### src/rtl/ysyx_22050854_exe_stage_reg_if.sv
// ID->EXE stage bundle: decoded payload from ID, ALU status/result, MEM handshake.
// master drives the stage inputs; slave is the EXE stage register itself.
interface ysyx_22050854_exe_stage_reg_if #(
    parameter int unsigned XLEN  = 64,
    parameter int unsigned CNT_W = 8
);
    logic             id_valid;
    logic [XLEN-1:0]  id_pc;
    logic [XLEN-1:0]  id_src1;
    logic [XLEN-1:0]  id_src2;
    logic [3:0]       id_ALUctr;
    logic [3:0]       id_MULctr;
    logic [2:0]       id_ALUext;
    logic [4:0]       id_rd;
    logic             id_wen;
    logic             flush;
    logic             alu_busy;
    logic [XLEN-1:0]  alu_out;
    logic             mem_allowin;

    logic             exe_allowin;
    logic             EXEreg_valid;
    logic [XLEN-1:0]  exe_pc;
    logic [XLEN-1:0]  exe_src1;
    logic [XLEN-1:0]  exe_src2;
    logic [3:0]       exe_ALUctr;
    logic [3:0]       exe_MULctr;
    logic [2:0]       exe_ALUext;
    logic [4:0]       exe_rd;
    logic             exe_wen;
    logic [XLEN-1:0]  exe_result;
    logic             exe_to_mem_valid;
    logic [CNT_W-1:0] busy_cnt;
    logic             busy_timeout;

    modport master (
        output id_valid, id_pc, id_src1, id_src2, id_ALUctr, id_MULctr, id_ALUext,
               id_rd, id_wen, flush, alu_busy, alu_out, mem_allowin,
        input  exe_allowin, EXEreg_valid, exe_pc, exe_src1, exe_src2, exe_ALUctr,
               exe_MULctr, exe_ALUext, exe_rd, exe_wen, exe_result, exe_to_mem_valid,
               busy_cnt, busy_timeout
    );

    modport slave (
        input  id_valid, id_pc, id_src1, id_src2, id_ALUctr, id_MULctr, id_ALUext,
               id_rd, id_wen, flush, alu_busy, alu_out, mem_allowin,
        output exe_allowin, EXEreg_valid, exe_pc, exe_src1, exe_src2, exe_ALUctr,
               exe_MULctr, exe_ALUext, exe_rd, exe_wen, exe_result, exe_to_mem_valid,
               busy_cnt, busy_timeout
    );
endinterface

### src/rtl/ysyx_22050854_exe_stage_reg.sv
// ID->EXE pipeline register in front of the ALU/mul/div: stalls on busy, holds results
// under MEM back-pressure, defers flushes that land mid mul/div, and runs a busy watchdog.
module ysyx_22050854_exe_stage_reg #(
    parameter int unsigned XLEN    = 64,
    parameter int unsigned CNT_W   = 8,
    parameter int unsigned TIMEOUT = 200
) (
    input logic                          clock,
    input logic                          reset,
    ysyx_22050854_exe_stage_reg_if.slave bus
);
    logic             r_valid;
    logic             r_held;
    logic             r_pend_flush;
    logic [XLEN-1:0]  r_held_val;
    logic [CNT_W-1:0] r_busy_cnt;
    logic             r_timeout;
    logic [XLEN-1:0]  r_pc;
    logic [XLEN-1:0]  r_src1;
    logic [XLEN-1:0]  r_src2;
    logic [3:0]       r_aluctr;
    logic [3:0]       r_mulctr;
    logic [2:0]       r_aluext;
    logic [4:0]       r_rd;
    logic             r_wen;

    logic             w_ready_go;
    logic             w_allowin;
    logic             w_pend_resolve;
    logic             w_hold;
    logic             w_load;
    logic             w_timeout_hit;
    logic             w_valid_d;
    logic             w_held_d;
    logic             w_pend_flush_d;
    logic [CNT_W-1:0] w_busy_cnt_d;

    always_comb begin
        w_ready_go     = r_held | ~bus.alu_busy;
        w_allowin      = ~r_valid | (w_ready_go & bus.mem_allowin);
        // Deferred flush resolves the cycle the mul/div finishes; that result is dropped.
        w_pend_resolve = r_pend_flush & ~bus.alu_busy;
        w_hold         = r_valid & ~r_held & ~r_pend_flush & ~bus.alu_busy & ~bus.mem_allowin;
        w_load         = w_allowin & bus.id_valid;
        w_timeout_hit  = (r_busy_cnt == CNT_W'(TIMEOUT));

        w_valid_d = r_valid;
        if (w_allowin) begin
            w_valid_d = bus.id_valid & ~bus.flush;
        end else if (w_ready_go & (bus.flush | r_pend_flush)) begin
            w_valid_d = 1'b0;
        end

        w_held_d = r_held;
        if (w_allowin | bus.flush) begin
            w_held_d = 1'b0;
        end else if (w_hold) begin
            w_held_d = 1'b1;
        end

        w_pend_flush_d = r_pend_flush;
        if (w_pend_resolve) begin
            w_pend_flush_d = 1'b0;
        end else if (bus.flush & r_valid & bus.alu_busy & ~r_held) begin
            w_pend_flush_d = 1'b1;
        end

        w_busy_cnt_d = '0;
        if (r_valid & bus.alu_busy) begin
            w_busy_cnt_d = (r_busy_cnt == '1) ? r_busy_cnt : r_busy_cnt + 1'b1;
        end
    end

    always_ff @(posedge clock) begin
        if (!reset) begin
            r_valid      <= 1'b0;
            r_held       <= 1'b0;
            r_pend_flush <= 1'b0;
            r_held_val   <= '0;
            r_busy_cnt   <= '0;
            r_timeout    <= 1'b0;
            r_pc         <= '0;
            r_src1       <= '0;
            r_src2       <= '0;
            r_aluctr     <= '0;
            r_mulctr     <= '0;
            r_aluext     <= '0;
            r_rd         <= '0;
            r_wen        <= 1'b0;
        end else begin
            r_valid      <= w_valid_d;
            r_held       <= w_held_d;
            r_pend_flush <= w_pend_flush_d;
            r_busy_cnt   <= w_busy_cnt_d;
            r_timeout    <= r_timeout | w_timeout_hit;
            if (w_hold) begin
                r_held_val <= bus.alu_out;
            end
            if (w_load) begin
                r_pc     <= bus.id_pc;
                r_src1   <= bus.id_src1;
                r_src2   <= bus.id_src2;
                r_aluctr <= bus.id_ALUctr;
                r_mulctr <= bus.id_MULctr;
                r_aluext <= bus.id_ALUext;
                r_rd     <= bus.id_rd;
                r_wen    <= bus.id_wen;
            end
        end
    end

    assign bus.exe_allowin      = w_allowin;
    assign bus.EXEreg_valid     = r_valid & ~r_held & ~w_pend_resolve;
    assign bus.exe_to_mem_valid = r_valid & w_ready_go & ~r_pend_flush & ~bus.flush;
    assign bus.exe_result       = r_held ? r_held_val : bus.alu_out;
    assign bus.busy_cnt         = r_busy_cnt;
    assign bus.busy_timeout     = r_timeout | w_timeout_hit;
    assign bus.exe_pc           = r_pc;
    assign bus.exe_src1         = r_src1;
    assign bus.exe_src2         = r_src2;
    assign bus.exe_ALUctr       = r_aluctr;
    assign bus.exe_MULctr       = r_mulctr;
    assign bus.exe_ALUext       = r_aluext;
    assign bus.exe_rd           = r_rd;
    assign bus.exe_wen          = r_wen;
endmodule

### src/flat_wrapper.sv
// flat-port wrapper written by rule: the top's interface ports become plain ports
module ysyx_22050854_exe_stage_reg_flat 
#(
    parameter int unsigned XLEN    = 64,
    parameter int unsigned CNT_W   = 8,
    parameter int unsigned TIMEOUT = 200
)
  (clock, reset, bus_id_valid, bus_id_pc, bus_id_src1, bus_id_src2, bus_id_ALUctr, bus_id_MULctr, bus_id_ALUext, bus_id_rd, bus_id_wen, bus_flush, bus_alu_busy, bus_alu_out, bus_mem_allowin, bus_exe_allowin, bus_EXEreg_valid, bus_exe_pc, bus_exe_src1, bus_exe_src2, bus_exe_ALUctr, bus_exe_MULctr, bus_exe_ALUext, bus_exe_rd, bus_exe_wen, bus_exe_result, bus_exe_to_mem_valid, bus_busy_cnt, bus_busy_timeout);
  ysyx_22050854_exe_stage_reg_if #(.XLEN(XLEN), .CNT_W(CNT_W)) bus_i ();
  input logic clock;
  input logic reset;
  input wire logic [$bits(bus_i.id_valid)-1:0] bus_id_valid;
  input wire logic [$bits(bus_i.id_pc)-1:0] bus_id_pc;
  input wire logic [$bits(bus_i.id_src1)-1:0] bus_id_src1;
  input wire logic [$bits(bus_i.id_src2)-1:0] bus_id_src2;
  input wire logic [$bits(bus_i.id_ALUctr)-1:0] bus_id_ALUctr;
  input wire logic [$bits(bus_i.id_MULctr)-1:0] bus_id_MULctr;
  input wire logic [$bits(bus_i.id_ALUext)-1:0] bus_id_ALUext;
  input wire logic [$bits(bus_i.id_rd)-1:0] bus_id_rd;
  input wire logic [$bits(bus_i.id_wen)-1:0] bus_id_wen;
  input wire logic [$bits(bus_i.flush)-1:0] bus_flush;
  input wire logic [$bits(bus_i.alu_busy)-1:0] bus_alu_busy;
  input wire logic [$bits(bus_i.alu_out)-1:0] bus_alu_out;
  input wire logic [$bits(bus_i.mem_allowin)-1:0] bus_mem_allowin;
  output wire logic [$bits(bus_i.exe_allowin)-1:0] bus_exe_allowin;
  output wire logic [$bits(bus_i.EXEreg_valid)-1:0] bus_EXEreg_valid;
  output wire logic [$bits(bus_i.exe_pc)-1:0] bus_exe_pc;
  output wire logic [$bits(bus_i.exe_src1)-1:0] bus_exe_src1;
  output wire logic [$bits(bus_i.exe_src2)-1:0] bus_exe_src2;
  output wire logic [$bits(bus_i.exe_ALUctr)-1:0] bus_exe_ALUctr;
  output wire logic [$bits(bus_i.exe_MULctr)-1:0] bus_exe_MULctr;
  output wire logic [$bits(bus_i.exe_ALUext)-1:0] bus_exe_ALUext;
  output wire logic [$bits(bus_i.exe_rd)-1:0] bus_exe_rd;
  output wire logic [$bits(bus_i.exe_wen)-1:0] bus_exe_wen;
  output wire logic [$bits(bus_i.exe_result)-1:0] bus_exe_result;
  output wire logic [$bits(bus_i.exe_to_mem_valid)-1:0] bus_exe_to_mem_valid;
  output wire logic [$bits(bus_i.busy_cnt)-1:0] bus_busy_cnt;
  output wire logic [$bits(bus_i.busy_timeout)-1:0] bus_busy_timeout;
  assign bus_i.id_valid = bus_id_valid;
  assign bus_i.id_pc = bus_id_pc;
  assign bus_i.id_src1 = bus_id_src1;
  assign bus_i.id_src2 = bus_id_src2;
  assign bus_i.id_ALUctr = bus_id_ALUctr;
  assign bus_i.id_MULctr = bus_id_MULctr;
  assign bus_i.id_ALUext = bus_id_ALUext;
  assign bus_i.id_rd = bus_id_rd;
  assign bus_i.id_wen = bus_id_wen;
  assign bus_i.flush = bus_flush;
  assign bus_i.alu_busy = bus_alu_busy;
  assign bus_i.alu_out = bus_alu_out;
  assign bus_i.mem_allowin = bus_mem_allowin;
  assign bus_exe_allowin = bus_i.exe_allowin;
  assign bus_EXEreg_valid = bus_i.EXEreg_valid;
  assign bus_exe_pc = bus_i.exe_pc;
  assign bus_exe_src1 = bus_i.exe_src1;
  assign bus_exe_src2 = bus_i.exe_src2;
  assign bus_exe_ALUctr = bus_i.exe_ALUctr;
  assign bus_exe_MULctr = bus_i.exe_MULctr;
  assign bus_exe_ALUext = bus_i.exe_ALUext;
  assign bus_exe_rd = bus_i.exe_rd;
  assign bus_exe_wen = bus_i.exe_wen;
  assign bus_exe_result = bus_i.exe_result;
  assign bus_exe_to_mem_valid = bus_i.exe_to_mem_valid;
  assign bus_busy_cnt = bus_i.busy_cnt;
  assign bus_busy_timeout = bus_i.busy_timeout;
  ysyx_22050854_exe_stage_reg #(.XLEN(XLEN), .CNT_W(CNT_W), .TIMEOUT(TIMEOUT)) u_core (.clock(clock), .reset(reset), .bus(bus_i));
endmodule
### config.mk
export PLATFORM = sky130hd
export DESIGN_NAME = ysyx_22050854_exe_stage_reg_flat
export DESIGN_NICKNAME = d
export VERILOG_FILES = /design/src/rtl/ysyx_22050854_exe_stage_reg_if.sv /design/src/rtl/ysyx_22050854_exe_stage_reg.sv /design/src/flat_wrapper.sv
export SDC_FILE = /design/constraint.sdc
export NUM_CORES = 1
export LEC_CHECK = 0
export BUFFER_PORTS_ARGS = -buffer_cell sky130_fd_sc_hd__clkbuf_2
export CORE_AREA = 2 2 216 218
export DETAILED_ROUTE_END_ITERATION = 10
export DIE_AREA = 0 0 218 220
export GPL_TIMING_DRIVEN = 0
export PLACE_DENSITY_LB_ADDON = 0.2
export SLEW_MARGIN = 20
export SYNTH_ARGS = -nofsm -noshare
export SYNTH_HDL_FRONTEND = slang
export SYNTH_SLANG_ARGS = --single-unit
### constraint.sdc
create_clock -name clock -period 3.45 [get_ports clock]
set_input_delay 0.345 -clock clock [delete_from_list [all_inputs] [get_ports clock]]
set_output_delay 0.345 -clock clock [all_outputs]
set_load 0.01 [all_outputs]
==> results of run 1 <==
-- layout make-up --
type | instances | area (µm²)
fill | 4825 | 28700
multi-input combinational | 945 | 5880
sequential | 285 | 5710
timing repair buffer | 603 | 3220
clock buffer | 52 | 1080
tap | 607 | 759
buffer | 101 | 439
clock inverter | 6 | 40.0
inverter | 3 | 11.3
antenna | 1 | 2.50
-- metrics by stage --
step                hold slack, ns  instance area, µm²
CTS                      0.0000505               17100
global route                0.0103               17100
floorplan                    0.431               12000
global placement             0.439               15600
detailed placement           0.443               15600
finish                      0.0337               17100
-- worst max-delay path: stages (launching register included) --
cell and delay (ns):
dfxtp_1 0.39, buf_2 0.32, buf_1 0.52, mux2_2 0.42, clkbuf_2 0.15
-- cell usage after synthesis (2+ instances only) --
master    count  share of area [%]
a211oi_1      2               0.12
a21oi_1       5               0.21
a31oi_1       4               0.21
and2_1        2               0.10
and3_1        5               0.26
and4_1        2               0.15
buf_1         6               0.19
buf_2        24                1.0
buf_4         6               0.37
clkbuf_1     64                2.0
dfxtp_1     285                 47
ha_1          2               0.21
inv_1         3              0.094
mux2_2       64                6.0
mux2i_1     274                 23
nand2_1     555                 17
nand2b_1      3               0.16
nand3_1       2              0.083
nand4_1       3               0.16
nor2_1        4               0.12
nor2b_1       4               0.21
nor3_1        4               0.17
-- metal layers --
metal	global-route usage [%]	up-vias	share of wire (%)
met1	20.1	5252	39
met2	32.6	411	49
li1	-	5651	-
met3	7.40	73	9.6
met4	6.05	0	2.8
met5	0	-	0
-- final timing paths --
path / slack [ns] / cells after the start / from / endpoint
hold / removal: 0.03 / 3 / bus_id_src1[27] / u_core.bus.exe_src1[27]
setup reg to reg: 1.31 / 5 / u_core.r_held / u_core.bus.exe_pc[53]
hold reg to reg: 0.45 / 2 / u_core.bus.exe_src2[1] / u_core.bus.exe_src2[1]
setup / recovery: 0.77 / 4 / u_core.r_held / bus_exe_result[57]
-- cells by family after synthesis --
kind of cell	after synthesis
multiplexers	338
adder cells (fa/ha/maj)	2
AND/OR/NAND/NOR	586
buffers and inverters	104
AO/OA/AOI/OAI	19
flip-flops	285
-- placed cells by master (no fill, tap or decap), types with 2 or more instances in the layout --
cell type / instances
clkbuf_2: 562
nand2_1: 555
dfxtp_1: 285
mux2i_1: 274
clkbuf_1: 69
mux2_2: 64
dlygate4sd3_1: 41
clkbuf_16: 37
buf_2: 24
clkbuf_8: 10
buf_1: 6
buf_4: 6
and3_1: 5
a21oi_1: 5
nor2_1: 4
nor2b_1: 4
a31oi_1: 4
nor3_1: 4
inv_1: 3
nand2b_1: 3
nand4_1: 3
clkinv_2: 3
nand3_1: 2
a211oi_1: 2
and4_1: 2
and2_1: 2
ha_1: 2
inv_6: 2
-- where the power goes --
part / switching [W] / internal (W) / leakage, nW
logic: 0.000703 / 0.000556 / 5.42
registers: 0.000116 / 0.00350 / 2.34
clock network: 0.00148 / 0.00216 / 0.555
total: 0.00230 / 0.00622 / 8.31
-- flip-flops by register name, summed over array words and instances (netlist names) --
signal,cells
u_core.bus.exe_rd,5
u_core.bus.exe_wen,1
u_core.r_timeout,1
u_core.bus.exe_pc,64
u_core.r_held,1
u_core.bus.exe_MULctr,4
u_core.r_held_val,64
u_core.bus.exe_src1,64
u_core.bus.exe_ALUext,3
u_core.bus.exe_src2,64
u_core.bus.exe_ALUctr,4
u_core.bus.busy_cnt,8
u_core.r_pend_flush,1
u_core.r_valid,1
==> results.json, run 1 <==
{
  "outcome": "finished, final reports clean",
  "path_class": "register to output pin",
  "synth-seq-cells": 285,
  "fin_nets": 2256,
  "grt_max_degree": 12,
  "ys_seq_area_share_pct": 47.4,
  "area_delta_synth_final_pct": 42.4,
  "required_ns": 3.11,
  "cts-buffers-inserted": 36,
  "slew_viol_final": 0,
  "clk_pin_slew_ns": 0.06,
  "final_cells": 2603,
  "clock-sinks": 285,
  "place_ws_ns": 1.06,
  "port_buffers": 562,
  "max-slew-margin-rel_pct": 44.3,
  "arrival_ns": 2.34,
  "postSynth.asyncResetShare_pct": 0,
  "overflow": 0,
  "cts.path.max_buffers": 3,
  "die_h_um": 220,
  "synth_nets": 1615,
  "rsz0062_at_grt": "no",
  "setup-violations-final": 0,
  "dp_hpwl_mm": 35.9,
  "synth_ff_type": "dfxtp_1",
  "tightest_slew_ns": 0.835,
  "cts_tree": "built",
  "drc": 0,
  "synth_edf_count": 0,
  "ys_warn_count": 0,
  "avgViaCountPerCell": 4.37,
  "synth_cell_types": 33,
  "fp.dieArea_mm2": 0.0480,
  "synth_top_family_by_area": "multiplexers",
  "drt_iter0_drc": 370,
  "post-route-util_pct": 37.4,
  "rows": 79,
  "synth_fa_ha_area_share_pct": 0.208,
  "path_max_fanout": 10,
  "ios": 564,
  "hp-class": "input pin to register",
  "clock-root-buffer": "clkbuf_16",
  "synth_compound_area_share_pct": 1.06,
  "cts_hold_buf": 41,
  "grt_pass1_vias": 11600,
  "grt_util_all_layers_pct": 18.5,
  "drt-total-wl_mm": 46.1,
  "hold_viol": 0,
  "synth_cells": 1334,
  "start_util_pct": 26.2,
  "fin_crit_sh_pct": 77.8,
  "synth_simple_gate_area_share_pct": 18.8,
  "core-area_mm2": 0.0459,
  "post-cts-setup-buffers": 0,
  "antenna_found_initial": 3,
  "setup_tns_ns": 0,
  "fp.dieW_um": 218,
  "setup_slack_ns": 0.766,
  "cts_resized": 0,
  "p_leak_nw": 8.31,
  "clock_skew_ns": 0.0120,
  "clock_latency_ns": 0.55,
  "fin_total_pwr_w": 0.00852,
  "period_minus_slack_ns": 2.68,
  "dp_cells": 2503,
  "avgSynthCellArea_um2": 9.02,
  "grt_pass1_wl_mm": 67.9,
  "ant_nets": 0,
  "vdd_drop_max_uv": 277,
  "fmax_mhz": 373,
  "worstSetupStartpointType": "register",
  "place_congestion": 0.846,
  "synth_mux_area_share_pct": 28.8,
  "htree_levels": 2,
  "p_per_area_mw_per_mm2": 497,
  "netlist_area_mm2": 0.0120,
  "synth_xor_area_share_pct": 0,
  "wl_per_cell_um": 17.7,
  "drv_cap": 0,
  "cp-end-kind": "output pin",
  "first_pass_iters": 5,
  "vias": 11400,
  "drive_gt1_share_pct": 35.6
}
Note: power is estimated with default switching activity, not from simulation.
==> inputs of run 2 (changes only) <==
--- a/config.mk
+++ b/config.mk
@@ -6,9 +6,9 @@
 export NUM_CORES = 1
 export LEC_CHECK = 0
 export BUFFER_PORTS_ARGS = -buffer_cell sky130_fd_sc_hd__clkbuf_2
-export CORE_AREA = 2 2 216 218
+export CORE_AREA = 2 2 219 221
 export DETAILED_ROUTE_END_ITERATION = 10
-export DIE_AREA = 0 0 218 220
+export DIE_AREA = 0 0 221 223
 export GPL_TIMING_DRIVEN = 0
 export PLACE_DENSITY_LB_ADDON = 0.2
 export SLEW_MARGIN = 20
==> constraint.sdc (replaced) <==
create_clock -name clock -period 2.5 [get_ports clock]
set_input_delay 0.25 -clock clock [delete_from_list [all_inputs] [get_ports clock]]
set_output_delay 0.25 -clock clock [all_outputs]
set_load 0.01 [all_outputs]
==> results.json, run 2 (synthesis results as in run 1) <==
{
  "hold_end": "u_core.r_held_val[0]",
  "p_int_w": 0.00859,
  "reg2reg_depth": 5,
  "overflow": 0,
  "rrSetupSlack_ns": 0.42,
  "drive_gt1_share_pct": 31.9,
  "fp.dieArea_mm2": 0.0493,
  "required_ns": 2.25,
  "wl_met2_mm": 23.4,
  "rows": 80,
  "p_leak_nw": 9.26,
  "vdd_drop_max_uv": 501,
  "place_ws_ns": 0.268,
  "final_common_cell": "clkbuf_2",
  "drv_cap": 0,
  "power_switching_w": 0.00321,
  "hold_viol": 0,
  "vias": 12300,
  "p_clk_share_pct": 40.3,
  "worstSetupStartpointType": "register",
  "wl_met3_mm": 3.12,
  "clock_latency_ns": 0.54,
  "critPathMaxStageDelay_ns": 0.39,
  "combPwrFrac_pct": 17.4,
  "fmax_mhz": 424,
  "setup-violations-final": 0,
  "wl_per_cell_um": 16.6,
  "grt_max_degree": 13,
  "cts-buffers-inserted": 35,
  "grt_pass1_vias": 12900,
  "path_cells": "buf_2, buf_2, mux2_2, clkbuf_2",
  "clock-sinks": 285,
  "htree_levels": 2,
  "dp_hpwl_mm": 35.6,
  "p_sw_share_pct": 27.2,
  "ios": 564,
  "setup_tns_ns": 0,
  "cpMostUsedCell": "buf_2",
  "drc": 0,
  "fin_crit_sh_pct": 94.2,
  "hold_start": "bus_alu_out[0]",
  "antenna_found_initial": 2,
  "dr.max_layer_used": "met4",
  "slew_viol_final": 0,
  "r2r_start": "u_core.r_held",
  "start_util_pct": 25.5,
  "avgViaCountPerCell": 4.32,
  "setup_slack_ns": 0.144,
  "max-slew-margin-rel_pct": 44.0,
  "cts.path.max_buffers": 3,
  "clock_skew_ns": 0.0200,
  "fp.dieW_um": 221,
  "period_minus_slack_ns": 2.36,
  "place_congestion": 0.825,
  "worstHoldPathCells": 3,
  "timing.rr.end": "u_core.bus.exe_src1[18]",
  "rsz0062_at_grt": "no",
  "cp-end-kind": "output pin",
  "worst_path_max_delay_cell": "dfxtp_1",
  "path_class": "register to output pin",
  "seq_power_share_pct": 42.2,
  "tightest_slew_ns": 0.841,
  "die_h_um": 223,
  "area_delta_synth_final_pct": 61.2,
  "grt_pass1_wl_mm": 72.2,
  "path_max_fanout": 10,
  "cts_tree": "built",
  "ant_nets": 0,
  "grt_util_all_layers_pct": 18.5,
  "outcome": "finished, final reports clean",
  "core-area_mm2": 0.0471,
  "p_per_area_mw_per_mm2": 608,
  "drt-total-wl_mm": 47.2,
  "arrival_ns": 2.11,
  "first_pass_iters": 6,
  "hp-class": "input pin to register",
  "clk_pin_slew_ns": 0.06,
  "drt_iter0_drc": 436,
  "port_buffers": 562,
  "fin_nets": 2487,
  "most-common-layout-cells": "clkbuf_2, nand2_1, dfxtp_1",
  "clock-root-buffer": "clkbuf_16",
  "m1WireLength_mm": 19.3
}
-- run 2: cell count changes in the layout (fill, tap and decap cells not counted), moves of 4 or more --
cell | before | now
dlygate4sd3_1 | 41 | 273
clkbuf_8 | 10 | 4
clkbuf_1 | 69 | 74
buf_1 | 6 | 2
buf_2 | 24 | 28
-- run 2: metal layers --
metal / global-route usage, % / up-vias
met2: 33.4 / 426
li1: - / 6120
met1: 21.0 / 5658
met4: 6.13 / 0
met5: 0 / -
met3: 5.22 / 74
-- run 2: per-stage QoR --
step	hold slack [ns]	util [%]	power [W]	cell area, µm²	instances
2_1_floorplan	0.369	-	0.00594	12000	1334
3_3_place_gp	0.439	33.1	0.00677	15600	2511
3_5_place_dp	0.443	33.1	0.00680	15600	2511
4_1_cts	0.00760	41.2	0.0120	19400	2841
5_1_grt	0.0398	41.2	0.0123	19400	2843
6_report	0.0414	41.2	0.0118	19400	2843
-- run 2: final cells by class --
class	count	area [µm²]
fill	4738	27700
multi-input combinational	945	5880
sequential	285	5710
timing repair buffer	835	5550
clock buffer	50	993
tap	615	769
buffer	101	444
clock inverter	7	52.6
inverter	3	11.3
antenna	2	5.00
-- run 2: critical path, delay by kind of cell (launching register included) --
kind	cells	cell delay [ns]
buffers and inverters	3	0.81
DFF	1	0.39
muxes	1	0.39
-- run 2: power by group through the flow --
stage          clock [W]  sequential [W]  combinational (W)
2_1_floorplan          0         0.00518           0.000758
3_3_place_gp           0         0.00507            0.00171
3_5_place_dp           0         0.00507            0.00173
4_1_cts          0.00492         0.00498            0.00209
5_1_grt          0.00510         0.00501            0.00223
6_report         0.00476         0.00498            0.00206
-- run 2: worst max path at each step --
stage                        startpoint                  endpoint  slack [ns]  cells after the start
after floorplan           u_core.r_held        bus_exe_result[24]        0.97                      3
after global placement            reset  u_core.bus.exe_MULctr[1]        0.36                      5
after detailed placement          reset     u_core.bus.exe_pc[63]        0.27                      5
after CTS                 u_core.r_held        bus_exe_result[59]        0.08                      4
after global routing      u_core.r_held        bus_exe_result[59]        0.05                      4
final                     u_core.r_held        bus_exe_result[54]        0.14                      4
-- run 2: repair_timing --
action | in CTS | in global routing
hold buffers | 273 | 0
buffers inserted | 0 | 0
gates resized for setup | 4 | 0
hold endpoints to repair | 272 | 0
endpoints found under the setup margin | 39 | 0
